$ cat src/rtl/ram_arbiter_if.sv
// ram_arbiter_if: bundle of the two requester ports and the blockram side
// of the ram_arbiter. The slave modport is the arbiter's view. The master
// modport is the view of whoever drives the requests and models the RAM.
interface ram_arbiter_if #(
    parameter int DATA_W = 16,
    parameter int ADDR_W = 12
);

    // status
    logic              init_done_o;

    // requester port 0 (CPU data port)
    logic              p0_req_i;
    logic              p0_we_i;
    logic [ADDR_W-1:0] p0_addr_i;
    logic [DATA_W-1:0] p0_wdata_i;
    logic              p0_gnt_o;
    logic              p0_rvalid_o;
    logic [DATA_W-1:0] p0_rdata_o;

    // requester port 1 (host loader / debug port)
    logic              p1_req_i;
    logic              p1_we_i;
    logic [ADDR_W-1:0] p1_addr_i;
    logic [DATA_W-1:0] p1_wdata_i;
    logic              p1_gnt_o;
    logic              p1_rvalid_o;
    logic [DATA_W-1:0] p1_rdata_o;

    // blockram side
    logic              ram_we_o;
    logic [ADDR_W-1:0] ram_addr_o;
    logic [DATA_W-1:0] ram_wdata_o;
    logic [DATA_W-1:0] ram_rdata_i;

    modport slave (
        output init_done_o,
        input  p0_req_i, p0_we_i, p0_addr_i, p0_wdata_i,
        output p0_gnt_o, p0_rvalid_o, p0_rdata_o,
        input  p1_req_i, p1_we_i, p1_addr_i, p1_wdata_i,
        output p1_gnt_o, p1_rvalid_o, p1_rdata_o,
        output ram_we_o, ram_addr_o, ram_wdata_o,
        input  ram_rdata_i
    );

    modport master (
        input  init_done_o,
        output p0_req_i, p0_we_i, p0_addr_i, p0_wdata_i,
        input  p0_gnt_o, p0_rvalid_o, p0_rdata_o,
        output p1_req_i, p1_we_i, p1_addr_i, p1_wdata_i,
        input  p1_gnt_o, p1_rvalid_o, p1_rdata_o,
        input  ram_we_o, ram_addr_o, ram_wdata_o,
        output ram_rdata_i
    );

endinterface

$ cat src/rtl/ram_arbiter.sv
// ram_arbiter: two-requester arbiter and sequencer for a single-port
// blockram (negedge read/write). After reset it zero-fills every RAM word,
// then grants at most one access per cycle to p0 or p1. The RAM controls
// are registered. Read data comes back one cycle after the grant, together
// with a single-cycle valid strobe on the port that asked for it.
//
// Build option RAM_ARB_RR_EN: when defined, ties go round-robin, and the
// port that was not granted last wins. When undefined, p0 has fixed
// priority on ties.
module ram_arbiter #(
    parameter int DATA_W = 16,
    parameter int ADDR_W = 12
) (
    input  logic           clk,
    input  logic           rst_n,
    ram_arbiter_if.slave   bus
);

    localparam logic [ADDR_W-1:0] LAST_ADDR = '1;

    typedef enum logic {
        ST_INIT = 1'b0,
        ST_RUN  = 1'b1
    } state_t;

    state_t            state_q;
    state_t            state_d;
    logic [ADDR_W-1:0] fill_cnt_q;

    // pending read tag: valid bit plus which port issued it (1 = p1)
    logic              pend_valid_q;
    logic              pend_port_q;

`ifdef RAM_ARB_RR_EN
    // 1 when p1 received the most recent grant
    logic              rr_last_q;
`endif

    logic              tie;
    logic              p0_wins_tie;
    logic              gnt0;
    logic              gnt1;
    logic              any_gnt;
    logic              sel_we;
    logic [ADDR_W-1:0] sel_addr;
    logic [DATA_W-1:0] sel_wdata;

    // State register: INIT after reset, RUN once the fill has finished
    always_ff @(posedge clk or negedge rst_n) begin
        if (!rst_n) begin
            state_q <= ST_INIT;
        end else begin
            state_q <= state_d;
        end
    end

    // Next-state logic and arbitration; grants are only possible in RUN
    always_comb begin
        state_d = state_q;
        gnt0    = 1'b0;
        gnt1    = 1'b0;
        tie     = bus.p0_req_i & bus.p1_req_i;
`ifdef RAM_ARB_RR_EN
        p0_wins_tie = rr_last_q;
`else
        p0_wins_tie = 1'b1;
`endif
        case (state_q)
            ST_INIT: begin
                if (fill_cnt_q == LAST_ADDR) begin
                    state_d = ST_RUN;
                end
            end
            ST_RUN: begin
                if (bus.init_done_o) begin
                    gnt0 = bus.p0_req_i & (~tie | p0_wins_tie);
                    gnt1 = bus.p1_req_i & ~gnt0;
                end
            end
            default: begin
                state_d = ST_INIT;
            end
        endcase
    end

    // Mux the winning port's fields toward the RAM registers
    always_comb begin
        any_gnt   = gnt0 | gnt1;
        sel_we    = bus.p0_we_i;
        sel_addr  = bus.p0_addr_i;
        sel_wdata = bus.p0_wdata_i;
        if (gnt1) begin
            sel_we    = bus.p1_we_i;
            sel_addr  = bus.p1_addr_i;
            sel_wdata = bus.p1_wdata_i;
        end
    end

    assign bus.p0_gnt_o = gnt0;
    assign bus.p1_gnt_o = gnt1;

    // Fill counter walks every address once; init_done rises on the last one
    always_ff @(posedge clk or negedge rst_n) begin
        if (!rst_n) begin
            fill_cnt_q      <= '0;
            bus.init_done_o <= 1'b0;
        end else if (state_q == ST_INIT) begin
            fill_cnt_q <= fill_cnt_q + 1'b1;
            if (fill_cnt_q == LAST_ADDR) begin
                bus.init_done_o <= 1'b1;
            end
        end
    end

    // RAM control registers: zero writes during the fill, granted access in RUN
    always_ff @(posedge clk or negedge rst_n) begin
        if (!rst_n) begin
            bus.ram_we_o    <= 1'b0;
            bus.ram_addr_o  <= '0;
            bus.ram_wdata_o <= '0;
        end else if (state_q == ST_INIT) begin
            bus.ram_we_o    <= 1'b1;
            bus.ram_addr_o  <= fill_cnt_q;
            bus.ram_wdata_o <= '0;
        end else if (any_gnt) begin
            bus.ram_we_o    <= sel_we;
            bus.ram_addr_o  <= sel_addr;
            bus.ram_wdata_o <= sel_wdata;
        end else begin
            bus.ram_we_o    <= 1'b0;
        end
    end

    // One-cycle pending tag for a granted read, cleared by reset so it is dropped
    always_ff @(posedge clk or negedge rst_n) begin
        if (!rst_n) begin
            pend_valid_q <= 1'b0;
            pend_port_q  <= 1'b0;
        end else begin
            pend_valid_q <= any_gnt & ~sel_we;
            if (any_gnt) begin
                pend_port_q <= gnt1;
            end
        end
    end

`ifdef RAM_ARB_RR_EN
    // Remember which port won the last grant; reset says p1 so p0 wins first
    always_ff @(posedge clk or negedge rst_n) begin
        if (!rst_n) begin
            rr_last_q <= 1'b1;
        end else if (any_gnt) begin
            rr_last_q <= gnt1;
        end
    end
`endif

    // Read return: strobe the tagged port, data gated to zero when not valid
    always_comb begin
        bus.p0_rvalid_o = pend_valid_q & ~pend_port_q;
        bus.p1_rvalid_o = pend_valid_q &  pend_port_q;
        bus.p0_rdata_o  = bus.p0_rvalid_o ? bus.ram_rdata_i : '0;
        bus.p1_rdata_o  = bus.p1_rvalid_o ? bus.ram_rdata_i : '0;
    end

endmodule

$ cat src/flat_wrapper.sv
// flat-port wrapper written by rule: the top's interface ports become plain ports
module ram_arbiter_flat 
#(
    parameter int DATA_W = 16,
    parameter int ADDR_W = 12
)
  (clk, rst_n, bus_init_done_o, bus_p0_req_i, bus_p0_we_i, bus_p0_addr_i, bus_p0_wdata_i, bus_p0_gnt_o, bus_p0_rvalid_o, bus_p0_rdata_o, bus_p1_req_i, bus_p1_we_i, bus_p1_addr_i, bus_p1_wdata_i, bus_p1_gnt_o, bus_p1_rvalid_o, bus_p1_rdata_o, bus_ram_we_o, bus_ram_addr_o, bus_ram_wdata_o, bus_ram_rdata_i);
  ram_arbiter_if #(.DATA_W(DATA_W), .ADDR_W(ADDR_W)) bus_i ();
  input  logic clk;
  input  logic rst_n;
  output wire logic [$bits(bus_i.init_done_o)-1:0] bus_init_done_o;
  input wire logic [$bits(bus_i.p0_req_i)-1:0] bus_p0_req_i;
  input wire logic [$bits(bus_i.p0_we_i)-1:0] bus_p0_we_i;
  input wire logic [$bits(bus_i.p0_addr_i)-1:0] bus_p0_addr_i;
  input wire logic [$bits(bus_i.p0_wdata_i)-1:0] bus_p0_wdata_i;
  output wire logic [$bits(bus_i.p0_gnt_o)-1:0] bus_p0_gnt_o;
  output wire logic [$bits(bus_i.p0_rvalid_o)-1:0] bus_p0_rvalid_o;
  output wire logic [$bits(bus_i.p0_rdata_o)-1:0] bus_p0_rdata_o;
  input wire logic [$bits(bus_i.p1_req_i)-1:0] bus_p1_req_i;
  input wire logic [$bits(bus_i.p1_we_i)-1:0] bus_p1_we_i;
  input wire logic [$bits(bus_i.p1_addr_i)-1:0] bus_p1_addr_i;
  input wire logic [$bits(bus_i.p1_wdata_i)-1:0] bus_p1_wdata_i;
  output wire logic [$bits(bus_i.p1_gnt_o)-1:0] bus_p1_gnt_o;
  output wire logic [$bits(bus_i.p1_rvalid_o)-1:0] bus_p1_rvalid_o;
  output wire logic [$bits(bus_i.p1_rdata_o)-1:0] bus_p1_rdata_o;
  output wire logic [$bits(bus_i.ram_we_o)-1:0] bus_ram_we_o;
  output wire logic [$bits(bus_i.ram_addr_o)-1:0] bus_ram_addr_o;
  output wire logic [$bits(bus_i.ram_wdata_o)-1:0] bus_ram_wdata_o;
  input wire logic [$bits(bus_i.ram_rdata_i)-1:0] bus_ram_rdata_i;
  assign bus_init_done_o = bus_i.init_done_o;
  assign bus_i.p0_req_i = bus_p0_req_i;
  assign bus_i.p0_we_i = bus_p0_we_i;
  assign bus_i.p0_addr_i = bus_p0_addr_i;
  assign bus_i.p0_wdata_i = bus_p0_wdata_i;
  assign bus_p0_gnt_o = bus_i.p0_gnt_o;
  assign bus_p0_rvalid_o = bus_i.p0_rvalid_o;
  assign bus_p0_rdata_o = bus_i.p0_rdata_o;
  assign bus_i.p1_req_i = bus_p1_req_i;
  assign bus_i.p1_we_i = bus_p1_we_i;
  assign bus_i.p1_addr_i = bus_p1_addr_i;
  assign bus_i.p1_wdata_i = bus_p1_wdata_i;
  assign bus_p1_gnt_o = bus_i.p1_gnt_o;
  assign bus_p1_rvalid_o = bus_i.p1_rvalid_o;
  assign bus_p1_rdata_o = bus_i.p1_rdata_o;
  assign bus_ram_we_o = bus_i.ram_we_o;
  assign bus_ram_addr_o = bus_i.ram_addr_o;
  assign bus_ram_wdata_o = bus_i.ram_wdata_o;
  assign bus_i.ram_rdata_i = bus_ram_rdata_i;
  ram_arbiter #(.DATA_W(DATA_W), .ADDR_W(ADDR_W)) u_core (.clk(clk), .rst_n(rst_n), .bus(bus_i));
endmodule
$ cat config.mk
export PLATFORM = sky130hd
export DESIGN_NAME = ram_arbiter_flat
export DESIGN_NICKNAME = d
export VERILOG_FILES = /design/src/rtl/ram_arbiter_if.sv /design/src/rtl/ram_arbiter.sv /design/src/flat_wrapper.sv
export SDC_FILE = /design/constraint.sdc
export NUM_CORES = 1
export LEC_CHECK = 0
export ABC_AREA = 1
export BUFFER_PORTS_ARGS = -buffer_cell sky130_fd_sc_hd__buf_2
export CAP_MARGIN = 5
export CORE_MARGIN = 2
export CORE_UTILIZATION = 40
export CTS_CLUSTER_SIZE = 30
export DETAILED_ROUTE_END_ITERATION = 10
export HOLD_SLACK_MARGIN = 0.15
export PLACE_DENSITY_LB_ADDON = 0.15
export RECOVER_POWER = 50
export SETUP_SLACK_MARGIN = 0.5
export SYNTH_ARGS = -nofsm -noshare
export SYNTH_HDL_FRONTEND = slang
export SYNTH_SLANG_ARGS = --single-unit
export TNS_END_PERCENT = 10
$ cat constraint.sdc
create_clock -name clk -period 1.1 [get_ports clk]
set_input_delay 0.055 -clock clk [delete_from_list [all_inputs] [get_ports clk]]
set_output_delay 0.055 -clock clk [all_outputs]
set_load 0.005 [all_outputs]
Yosys cells after proc, flatten, opt, wreduce, memory -nomap -nowiden. Cells that the tools add are included.

Register bits after elaboration: 45. Output and inout bits: 66. Word-level logic and storage cells: 38. Bits of input ports: 78.

Add/sub/neg operators: 1. Bitwise gates (word level): 9. Reductions and logical operators: 1. Eq/ne operators: 2. Mux-type cells: 17.

Operators by type and width (number): $mux W16 (5); $mux W12 (3); $add A12 B1 Y12 const B (1); $eq A12 B12 Y1 const B (1); $mux W1 (9); $and A1 B1 Y1 (4); $not A1 Y1 (4); $ne A2 B2 Y1 const B (1); $reduce_and A2 Y1 (1); $or A1 B1 Y1 (1).

Logic depth before layout (Yosys ltp).
Depth in word-level cells: 7. Mapped depth: 10. Gate-level depth less buffers: 8.

Least setup slack after synthesis. OpenSTA, ideal clock, no wires.

Kind: reg-to-reg. From: register u_core.state_q. To: register u_core.bus.ram_addr_o[2]. Period minus slack after synthesis: 1237 ps. Library setup time: 125 ps. Setup slack: -137 ps. Cell stages (with the launch flop): 10. Data required time: 975 ps. Arrival time: 1112 ps. Buffers on the path: 3. Cells stage by stage: dfrtp_1 buf_4 nand2_2 inv_2 o21ai_2 buf_4 inv_1 buf_4 nand2_1 nand3_1.

Word-level cells in the longest chain between the ends: 4. Elaborated cells on any way between the ends: 7. Those cells by class: eq/ne: 1; mux: 5; bitwise: 1.

RTL lines: start, declared (RTL line ram_arbiter.sv:26) `state_t state_q;`; start signal, assigned (RTL line ram_arbiter.sv:53) `state_q <= state_d;`; $mux W1 (RTL line ram_arbiter.sv:68) `case (state_q)`; $mux W12 (RTL line ram_arbiter.sv:92) `if (gnt1) begin`; $mux W12 (RTL line ram_arbiter.sv:125) `end else if (any_gnt) begin`; $mux W12 (RTL line ram_arbiter.sv:121) `end else if (state_q == ST_INIT) begin`; end signal, assigned (RTL line ram_arbiter.sv:123) `bus.ram_addr_o <= fill_cnt_q;`; end signal, assigned (RTL line ram_arbiter.sv:127) `bus.ram_addr_o <= sel_addr;`; end, declared (RTL line ram_arbiter_if.sv:42) `output ram_we_o, ram_addr_o, ram_wdata_o,`.

Parallel ways exist; a longest one is shown, timed or not. The select of a mux whose other input is x is not followed. A chain may end at the register's enable or synchronous reset.

Worst setup path in the final report.
From: register u_core.state_q. To: output bus_p1_gnt_o.

Word-level cells in the longest chain between the ends: 1.

RTL lines: $mux W1 (RTL line ram_arbiter.sv:68); end, declared (RTL line flat_wrapper.sv:23) `output wire logic [$bits(bus_i.p1_gnt_o)-1:0] bus_p1_gnt_o;`.

No other way between the ends.

==> impl_metrics.env <==
export IMPL_start_util=0.420
export IMPL_hold_depth=3
export IMPL_grt_pass1_wl_um=12800
export IMPL_ant_nets=0
export IMPL_cp_max_fo=10
export IMPL_leakage_nw=2.42
export IMPL_area_growth_syn_to_layout_pct=57.7
export IMPL_cp_slowest_cell="dfrtp_2"
export IMPL_use_met1=0.275
export IMPL_num_vias=2891
export IMPL_rrSetupSlack_ps=-190
export IMPL_drcViolationCount=0
export IMPL_grt_pass1_vias=2793
export IMPL_powerDensity_nw_per_um2=813
export IMPL_drt_total_wl_um=7910
export IMPL_seq_area_sq_um=1130
export IMPL_syn_nets=437
export IMPL_port_buffer_count=143
export IMPL_cts_max_level=2
export IMPL_layout_nets=615
export IMPL_synth_seq_cells=45
export IMPL_dp_cells=594
export IMPL_core_area_sq_um=6030
export IMPL_routedWlPerCell_um=12.9
export IMPL_clk_latency_ps=300
export IMPL_min_to="u_core.bus.ram_wdata_o[8]$_DFFE_PN0P_"
export IMPL_floorplan_rows=28
export IMPL_overflow=0
export IMPL_grt_max_degree=46
export IMPL_cpPeakStageDelay_ps=450
export IMPL_first_pass_iters=4
export IMPL_final_common_cell="buf_2"
export IMPL_cts_buffers=5
export IMPL_avgSynthCellArea_sq_um=7.07
export IMPL_antenna_found_initial=0
export IMPL_netlist_area_sq_um=2530
export IMPL_vdd_drop_max_uv=654
export IMPL_grt_total_usage=0.222
export IMPL_worstReg2RegEnd="u_core.bus.ram_addr_o[9]$_DFFE_PN0P_"
export IMPL_hold_buffers=1
export IMPL_reg2reg_from="u_core.state_q$_DFF_PN0_"
export IMPL_first_iter_violations=137
export IMPL_fin_skew_ps=6.08
export IMPL_fmax_mhz=768
export IMPL_cp_data_arrival_time_ps=1250
export IMPL_clkSinkCount=45
export IMPL_cts_tree="yes"
export IMPL_io_pins=144
export IMPL_worst_slew_pin_slew_ps=619
export IMPL_use_met3=0.0455
export IMPL_gp_congestion=0.859
export IMPL_status="finished, violations left"
export IMPL_ys_warn_count=0
export IMPL_startpoint_type="register"
export IMPL_seq_area_frac_synth=0.445
export IMPL_hp_class="in2reg"
export IMPL_layout_setup_ws_ps=-202
export IMPL_max_slew_margin_rel=0.587
export IMPL_rsz0062_at_grt="yes"
export IMPL_timing_hold_ws_ps=26.3
export IMPL_stdcell_count=612
export IMPL_crit_family="flip-flops"
export IMPL_drive_gt1_frac=0.456
export IMPL_endpoint_kind="output pin"
export IMPL_finalMaxSlewViolations=0
export IMPL_die_y_um=83.5
export IMPL_synth_cell_types=23
export IMPL_ff2ff_path_depth=10
export IMPL_multi_input_area_sq_um=1270
export IMPL_clk_pin_slew_ps=90
export IMPL_die_w_um=83.5
export IMPL_crit_chain="nand2_4 > inv_4 > nand2_4 > inv_4 > buf_12 > buf_6"
export IMPL_min_delay_start="bus_p1_wdata_i[8]"
export IMPL_mostFrequentLayoutCells="142 x buf_2, 90 x nand2_1, 46 x inv_1"
export IMPL_crit_buf_inv=4
export IMPL_syn_inst=358
export IMPL_worstSetupPathType="reg2out"
export IMPL_cts_buffer_depth=2
export IMPL_power_total_mw=3.24
export IMPL_final_period_utilization=1.18
export IMPL_violations="negative setup slack"
export IMPL_use_met2=0.390
export IMPL_die_area_sq_um=6980
export IMPL_dpl_hpwl_um=5620
export IMPL_drv_cap=0
export IMPL_finalSetupViolations=78
export IMPL_vias_per_cell=4.72
export IMPL_ctsRootBufferMaster="clkbuf_8"
export IMPL_n_fill_cell=528
export IMPL_grt_busiest_layer="met2"
export IMPL_timing_final_crit_period_ps=1300
export IMPL_antenna_cells=0
export IMPL_hold_viol_final=0
export IMPL_worst_ep_required_time_ps=1040
-- worst max-delay path by stage --
stage	start	end	slack [ps]	cells past startpoint
global placement	u_core.state_q$_DFF_PN0_	u_core.fill_cnt_q[5]$_DFFE_PN0N_	-170	6
finish	u_core.state_q$_DFF_PN0_	bus_p1_gnt_o	-200	6
floorplan	u_core.state_q$_DFF_PN0_	u_core.bus.ram_addr_o[0]$_DFFE_PN0P_	-90	10
detailed placement	u_core.state_q$_DFF_PN0_	u_core.fill_cnt_q[5]$_DFFE_PN0N_	-220	6
global route	u_core.state_q$_DFF_PN0_	u_core.bus.ram_addr_o[9]$_DFFE_PN0P_	-250	10
CTS	u_core.state_q$_DFF_PN0_	bus_p1_gnt_o	-220	6
-- sequential cells by signal, summed over array words and instances (netlist names) --
signal,count
u_core.bus.ram_addr_o,12
u_core.fill_cnt_q,12
u_core.pend_port_q,1
u_core.pend_valid_q,1
u_core.bus.ram_we_o,1
u_core.bus.ram_wdata_o,16
u_core.bus.init_done_o,1
u_core.state_q,1
-- power by group --
group	total (mW)	switching, mW	internal (mW)
clock	1.31	0.567	0.741
combinational	0.280	0.142	0.138
sequential	1.66	0.00126	1.65
-- cell usage after synthesis (all sizes together) --
cell type / n / area share
nand4: 5 / 0.012
and2: 1 / 0.0025
xor2: 5 / 0.017
ha: 1 / 0.0049
nand2: 98 / 0.15
o21ai: 38 / 0.077
xnor2: 3 / 0.010
nand3: 41 / 0.081
o21bai: 1 / 0.0030
nor2: 45 / 0.067
inv: 53 / 0.079
clkbuf: 6 / 0.0089
or2: 1 / 0.0025
dfrtp: 45 / 0.45
buf: 14 / 0.041
nor3: 1 / 0.0020
-- layout make-up --
type	instances	share of cell area
multi-input combinational	240	0.318
inverter	53	0.0517
sequential	45	0.283
clock buffer	7	0.0216
timing repair buffer	191	0.295
tap	75	0.0235
clock inverter	1	0.00753
-- tightest hold or removal path, delay by kind of cell --
kind / cells / cell delay [ps]
AOI/OAI and AO/OA: 2 / 160
buffers and inverters: 1 / 70
-- per-layer routing --
layer	routed length, um	vias to the layer above
met2	4010	111
met1	3220	1310
met4	140	0
met5	0	-
met3	538	11
li1	-	1459
-- cell families (layout without fill, tap and decap cells) --
group,count (synthesis),count (layout),share of synthesized area
AO/OA/AOI/OAI,39,39,0.0796
flip-flops,45,45,0.445
adder cells (fa/ha/maj),1,1,0.00494
XOR/XNOR,8,8,0.0277
AND/OR/NAND/NOR,192,192,0.315
buffers and inverters,73,252,0.128
-- through the flow --
stage | instance area, sq um | utilization | TNS (ps) | worst slack, ps
after floorplan | 2560 | - | -2240 | -86.8
after global placement | 3560 | 0.592 | -3230 | -172
after detailed placement | 3560 | 0.592 | -4430 | -219
after CTS | 3820 | 0.634 | -7080 | -221
after global routing | 3990 | 0.662 | -13010 | -248
final | 3990 | 0.662 | -7370 | -202
-- what timing repair did --
action	CTS	global route
gates resized for setup	31	35
cloned	0	2
endpoints found under the setup margin	111	111
buffers inserted	5	2
pin swaps	5	10
hold endpoints to repair	75	30
No activity file was read; power rests on OpenSTA's default activity.
